### src/rtl/hdmi_pixel_stream.sv
// Pixel stream to HDMI/DVI timing: counters, FWFT pixel FIFO and frame-lock FSM.
// Optional colour-bar generator enabled by defining PATTERN_GEN_EN.
module hdmi_pixel_stream #(
  parameter int COLOR_W    = 8,
  parameter int H_ACTIVE   = 640,
  parameter int H_FP       = 16,
  parameter int H_SYNC     = 96,
  parameter int H_BP       = 48,
  parameter int V_ACTIVE   = 480,
  parameter int V_FP       = 10,
  parameter int V_SYNC     = 2,
  parameter int V_BP       = 33,
  parameter int FIFO_DEPTH = 16,
  parameter int SYNC_POL   = 0
) (
  input  logic                   clk,
  input  logic                   rst,
  input  logic [3*COLOR_W-1:0]   s_data,
  input  logic                   s_sof,
  input  logic                   s_valid,
  output logic                   s_ready,
  input  logic                   clr_status,
`ifdef PATTERN_GEN_EN
  input  logic                   pattern_en,
`endif
  output logic [3*COLOR_W+2:0]   hdmi_tx_out,
  output logic                   underflow,
  output logic                   frame_start
);

  localparam int H_TOTAL = H_ACTIVE + H_FP + H_SYNC + H_BP;
  localparam int V_TOTAL = V_ACTIVE + V_FP + V_SYNC + V_BP;
  localparam int HW      = $clog2(H_TOTAL + 1);
  localparam int VW      = $clog2(V_TOTAL + 1);
  localparam int PW      = 3 * COLOR_W;
  localparam int DW      = PW + 1;
  localparam int AW      = $clog2(FIFO_DEPTH);
  localparam logic SYNC_LVL = (SYNC_POL != 0);

  typedef enum logic [1:0] {SYNC_WAIT = 2'd0, RUN = 2'd1, RESYNC = 2'd2} state_t;

  logic [HW-1:0] h_cnt_r;
  logic [VW-1:0] v_cnt_r;
  logic          de_s, hs_act_s, vs_act_s, origin_s;
  logic [DW-1:0] mem_r [FIFO_DEPTH];
  logic [AW-1:0] wr_ptr_r, rd_ptr_r;
  logic [AW:0]   count_r;
  logic          full_s, empty_s, push_s, pop_s, uf_set_s;
  logic [DW-1:0] head_s;
  logic [PW-1:0] pix_s;
  state_t        state_r, state_nxt_s;
  logic [3*COLOR_W+2:0] tx_r;
  logic          underflow_r, frame_start_r;

  // Raster position counters
  always_ff @(posedge clk or posedge rst) begin
    if (rst) begin
      h_cnt_r <= '0;
      v_cnt_r <= '0;
    end else if (h_cnt_r == HW'(H_TOTAL - 1)) begin
      h_cnt_r <= '0;
      v_cnt_r <= (v_cnt_r == VW'(V_TOTAL - 1)) ? '0 : v_cnt_r + VW'(1);
    end else begin
      h_cnt_r <= h_cnt_r + HW'(1);
    end
  end

  assign de_s     = (h_cnt_r < HW'(H_ACTIVE)) && (v_cnt_r < VW'(V_ACTIVE));
  assign hs_act_s = (h_cnt_r >= HW'(H_ACTIVE + H_FP)) && (h_cnt_r < HW'(H_ACTIVE + H_FP + H_SYNC));
  assign vs_act_s = (v_cnt_r >= VW'(V_ACTIVE + V_FP)) && (v_cnt_r < VW'(V_ACTIVE + V_FP + V_SYNC));
  assign origin_s = (h_cnt_r == HW'(0)) && (v_cnt_r == VW'(0));

  assign full_s  = (count_r == (AW+1)'(FIFO_DEPTH));
  assign empty_s = (count_r == (AW+1)'(0));
  assign head_s  = mem_r[rd_ptr_r];
`ifdef PATTERN_GEN_EN
  assign s_ready = !full_s && !rst && !pattern_en;
`else
  assign s_ready = !full_s && !rst;
`endif
  assign push_s  = s_valid && s_ready;

  // FIFO storage; contents need no reset, pointers define validity
  always_ff @(posedge clk) begin
    if (push_s) begin
      mem_r[wr_ptr_r] <= {s_sof, s_data};
    end else begin
      mem_r[wr_ptr_r] <= mem_r[wr_ptr_r];
    end
  end

  // FIFO pointers and occupancy
  always_ff @(posedge clk or posedge rst) begin
    if (rst) begin
      wr_ptr_r <= '0;
      rd_ptr_r <= '0;
      count_r  <= '0;
    end else begin
      wr_ptr_r <= push_s ? wr_ptr_r + AW'(1) : wr_ptr_r;
      rd_ptr_r <= pop_s ? rd_ptr_r + AW'(1) : rd_ptr_r;
      case ({push_s, pop_s})
        2'b10:   count_r <= count_r + (AW+1)'(1);
        2'b01:   count_r <= count_r - (AW+1)'(1);
        default: count_r <= count_r;
      endcase
    end
  end

`ifdef PATTERN_GEN_EN
  logic [31:0] bar_idx_s;
  logic [2:0]  bar_rgb_s;
  assign bar_idx_s = 32'(h_cnt_r) / 32'(H_ACTIVE / 8);

  // Colour-bar lookup, bits are {R,G,B}
  always_comb begin
    case (bar_idx_s)
      32'd0:   bar_rgb_s = 3'b111;
      32'd1:   bar_rgb_s = 3'b110;
      32'd2:   bar_rgb_s = 3'b011;
      32'd3:   bar_rgb_s = 3'b010;
      32'd4:   bar_rgb_s = 3'b101;
      32'd5:   bar_rgb_s = 3'b100;
      32'd6:   bar_rgb_s = 3'b001;
      default: bar_rgb_s = 3'b000;
    endcase
  end
`endif

  // Frame-lock next state, FIFO pop and pixel selection
  always_comb begin
    state_nxt_s = state_r;
    pop_s       = 1'b0;
    pix_s       = '0;
    uf_set_s    = 1'b0;
`ifdef PATTERN_GEN_EN
    if (pattern_en) begin
      state_nxt_s = SYNC_WAIT;
      pix_s = {{COLOR_W{bar_rgb_s[2]}}, {COLOR_W{bar_rgb_s[1]}}, {COLOR_W{bar_rgb_s[0]}}};
    end else
`endif
    begin
      case (state_r)
        SYNC_WAIT, RESYNC: begin
          // non-sof words are stale; a sof word waits for the raster origin
          if (empty_s) begin
            pop_s = 1'b0;
          end else if (!head_s[DW-1]) begin
            pop_s = 1'b1;
          end else if (origin_s) begin
            pop_s       = 1'b1;
            pix_s       = head_s[PW-1:0];
            state_nxt_s = RUN;
          end else begin
            pop_s = 1'b0;
          end
        end
        RUN: begin
          if (!de_s) begin
            pop_s = 1'b0;
          end else if (empty_s || (head_s[DW-1] && !origin_s)) begin
            uf_set_s    = 1'b1;
            state_nxt_s = RESYNC;
          end else begin
            pop_s = 1'b1;
            pix_s = head_s[PW-1:0];
          end
        end
        default: state_nxt_s = SYNC_WAIT;
      endcase
    end
  end

  // State, registered video output and status flags
  always_ff @(posedge clk or posedge rst) begin
    if (rst) begin
      state_r       <= SYNC_WAIT;
      tx_r          <= {{PW{1'b0}}, 1'b0, ~SYNC_LVL, ~SYNC_LVL};
      underflow_r   <= 1'b0;
      frame_start_r <= 1'b0;
    end else begin
      state_r       <= state_nxt_s;
      tx_r          <= {de_s ? pix_s : {PW{1'b0}}, de_s,
                        hs_act_s ? SYNC_LVL : ~SYNC_LVL,
                        vs_act_s ? SYNC_LVL : ~SYNC_LVL};
      underflow_r   <= uf_set_s ? 1'b1 : (clr_status ? 1'b0 : underflow_r);
      frame_start_r <= origin_s;
    end
  end

  assign hdmi_tx_out = tx_r;
  assign underflow   = underflow_r;
  assign frame_start = frame_start_r;

endmodule

### config.mk
export PLATFORM = sky130hd
export DESIGN_NAME = hdmi_pixel_stream
export DESIGN_NICKNAME = d
export VERILOG_FILES = /design/src/rtl/hdmi_pixel_stream.sv
export SDC_FILE = /design/constraint.sdc
export NUM_CORES = 1
export LEC_CHECK = 0
export CAP_MARGIN = 20
export CORE_AREA = 2 2 171 173
export CTS_CLUSTER_SIZE = 40
export DETAILED_ROUTE_END_ITERATION = 12
export DIE_AREA = 0 0 173 175
export GPL_ROUTABILITY_DRIVEN = 1
export MAX_ROUTING_LAYER = met4
export PLACE_DENSITY = 0.83
export SYNTH_ARGS = -nofsm -noshare
export SYNTH_HDL_FRONTEND = slang
export SYNTH_SLANG_ARGS = --single-unit
### constraint.sdc
create_clock -name clk -period 10.4 [get_ports clk]
set_clock_uncertainty 0.2 [all_clocks]
set_input_delay 1.04 -clock clk [delete_from_list [all_inputs] [get_ports clk]]
set_output_delay 1.04 -clock clk [all_outputs]
set_load 0.005 [all_outputs]
==> metrics.yaml <==
outcome:
  status: "completed"
floorplan:
  dieWidth_microns: 173
  die_height_microns: 175
  row_count: 62
  core-area_sq_um: 28400
  die_area_sq_um: 30300
  initial_core_util_pct: 63.9
  ios: 59
setup_path:
  crit_fanout: 45
  cp_cell_sequence: "buf_4 > mux2_2 > a222oi_1 > and3_1 > o31ai_2 > inv_1 > ha_1 > xor2_1 > ha_1 > o21a_1 > o22a_1 > a21oi_1 > mux2i_1 > xnor2_1"
  path_common_cell: "ha_1"
  required_ns: 10.66
  critPathMaxStageDelay_ns: 0.76
  cpMaxStageDelayCell: "buf_4"
  cp.buffers_inverters: 2
  r2r_cells: 14
  crit_type: "flop to flop"
  start_kind: "flop"
  worst_path_dominant_cell_family: "compound AO/OA/AOI/OAI gates"
  worst-path-stages: 14
  endpoint_kind: "flop"
  crit_arrival_ns: 5.34
timing:
  finalSetupTns_ns: 0
  fmax_ghz: 0.197
  slew_headroom_pct: 22.5
  worst_pin_slew_ns: 1.16
  setup_viol: 0
  min_period_ns: 5.09
  finalCritPeriodShare_pct: 48.9
  rsz0062_at_grt: "false"
  final_hold_viol_count: 0
  slew_violations: 0
clock_network:
  cts_tree: "built"
  cts_setup_buffers: 0
  clock-sinks: 464
  cts_buffers: 44
  cts_resized: 0
  clk_pin_slew_ns: 0.06
  holdBufCountCts: 0
  clk_latency_ns: 0.54
  root_buffer: "clkbuf_16"
  htreeDepth: 2
  ctsLongestPathBuffers: 3
logic_synthesis:
  synth_edf_count: 400
  synth.area.top_cells: "edfxtp_1 (66%), mux4_2 (15%), dfrtp_1 (8.5%), ha_1 (0.90%), nand2_1 (0.89%)"
  synth_area_leader_cell: "edfxtp_1"
  ys_seq_area_share_pct: 75.0
  synth_flop_cell: "edfxtp_1"
  synth_nets: 919
  ys_seq_elements: 464
  synth_top_area_share_pct: 66.2
  synth_warnings: 0
  syn_area_sq_um: 18100
  synthArstFlopShare_pct: 13.8
  syn_inst: 877
  synthDistinctLibCells: 52
  syn_area_per_cell_sq_um: 20.7
hold_path:
  hold_class: "flop to flop"
  holdPathStages: 1
route:
  drt_pass1_iterations: 5
  wire_per_inst_microns: 29.8
  wl_mm: 41.0
  drtAntennaViolNets: 0
  via_count: 9143
  vias_per_cell: 6.65
  drtIter0Drc: 1010
  drc: 0
power_and_ir_drop:
  leakage_nw: 6.92
  power_density_nw_per_um2: 263
  ir_drop_v: 0.000171
  power_mw: 5.46
final_layout:
  areaGrowthSynthToFinish_pct: 14.5
  drive_above_1_share_pct: 24.5
  utilization_pct: 73.2
  fin_cells: 1374
  design_area_sq_um: 20800
  layout.nets: 995
global_routing:
  antenna_found_initial: 1
  grt_pass1_wl_mm: 61.1
  track_usage_pct: 28.7
  grt_overflow: 0
  grt_max_degree: 65
  grt_pass1_vias: 9565
place:
  gp_congestion: 0.817
  numPortBuffers: 58
  placed_cell_area_sq_um: 19200
  place_inst: 1286
  hpwlAfterDp_mm: 19.3
flow_run:
  cap_violations: 0
[logic make-up (layout without fill, tap and decap cells)]
family / after synthesis / after routing / synth area share, %
AO/OA/AOI/OAI: 40 / 40 / 1.49
XOR/XNOR: 21 / 21 / 1.01
adder cells (fa/ha/maj): 13 / 13 / 0.896
buffers and inverters: 57 / 169 / 1.59
flip-flops: 464 / 464 / 75.0
multiplexers: 131 / 131 / 15.6
other: 0 / 1 / 0
AND/OR/NAND/NOR: 151 / 151 / 4.42
[flip-flops by register name, indices dropped and copies added (netlist names)]
| signal | cells |
|---|---|
| count_r | 5 |
| frame_start | 1 |
| h_cnt_r | 10 |
| hdmi_tx_out | 27 |
| mem_r | 400 |
| rd_ptr_r | 4 |
| state_r | 2 |
| underflow | 1 |
| v_cnt_r | 10 |
| wr_ptr_r | 4 |
[cell type report]
class / instances / area (sq um)
flip-flops and latches: 464 / 13600
repair buffers: 74 / 771
multi-input cells: 356 / 4370
well taps: 384 / 480
fillers: 1608 / 7610
clock inverters: 22 / 270
diodes: 1 / 2.50
inverters: 13 / 48.8
clock buffers: 60 / 1210
[final timing paths]
path / startpoint / to / slack (ns)
max: rd_ptr_r[0] / count_r[4] / 5.31
min: underflow / underflow / 0.31
min in group asynchronous: rst / underflow / 0.94
max reg2reg: rd_ptr_r[0] / count_r[4] / 5.31
max in group asynchronous: rst / rd_ptr_r[0] / 8.39
min reg2reg: underflow / underflow / 0.31
[per-layer routing]
layer	GRT usage [%]	vias to the layer above	part of all wire [%]
met5	-	-	0
met4	10.9	0	3.2
met3	4.13	91	7.0
met2	47.7	480	52
met1	36.7	4849	38
li1	-	3723	-
[cell usage after synthesis (4+ instances only)]
cell,n
o21ai_0,9
buf_6,7
edfxtp_1,400
xnor2_1,13
clkbuf_1,18
nand4_1,5
nor3_2,6
mux4_2,120
buf_2,14
and4_1,4
nand3_1,11
mux2_2,9
nor3_1,26
a21oi_1,10
nor2_1,23
nor2b_1,5
and3_1,5
ha_1,13
buf_1,4
or3_1,4
nand2b_1,5
nand2_1,43
xor2_1,8
dfrtp_1,62
inv_1,13
nor4_1,4
[power by group]
group / total [mW] / internal [mW] / switching [mW]
Combinational: 1.52 / 0.734 / 0.781
Clock: 1.65 / 0.971 / 0.684
Sequential: 2.29 / 2.16 / 0.130
Total: 5.46 / 3.87 / 1.60
[stage by stage]
stage                     hold WS, ns  setup WS, ns
final                           0.305          5.31
after global routing            0.328          4.97
after CTS                       0.312          5.34
after detailed placement        0.299          5.41
after global placement          0.289          5.56
after floorplan                 0.260          6.24
[cell usage in the layout (no fill, tap or decap), types with 9 or more instances in the layout]
| cell type | synthesis | routed |
|---|---|---|
| edfxtp_1 | 400 | 400 |
| mux4_2 | 120 | 120 |
| dfrtp_1 | 62 | 59 |
| clkdlybuf4s50_1 | 0 | 58 |
| clkbuf_16 | 0 | 46 |
| nand2_1 | 43 | 43 |
| nor3_1 | 26 | 22 |
| xnor2_1 | 13 | 13 |
| ha_1 | 13 | 13 |
| clkbuf_1 | 18 | 13 |
| inv_1 | 13 | 12 |
| nor2_4 | 0 | 12 |
| nor2_1 | 23 | 11 |
| nand3_1 | 11 | 11 |
| buf_4 | 1 | 11 |
| a21oi_1 | 10 | 10 |
| mux2_2 | 9 | 9 |
| o21ai_0 | 9 | 9 |
| nor3_2 | 6 | 9 |
| clkinv_2 | 0 | 9 |
[worst register-to-register path: cells and delay by family (launching register included)]
| family | cells | cell delay (ns) |
|---|---|---|
| AO/OA/AOI/OAI | 5 | 1.17 |
| buffers and inverters | 2 | 0.91 |
| flip-flops | 1 | 0.75 |
| multiplexers | 2 | 0.74 |
| adder cells (fa/ha/maj) | 2 | 0.60 |
| AND/OR/NAND/NOR | 1 | 0.38 |
| XOR/XNOR | 2 | 0.26 |
Power figures use the tool's default switching activity.
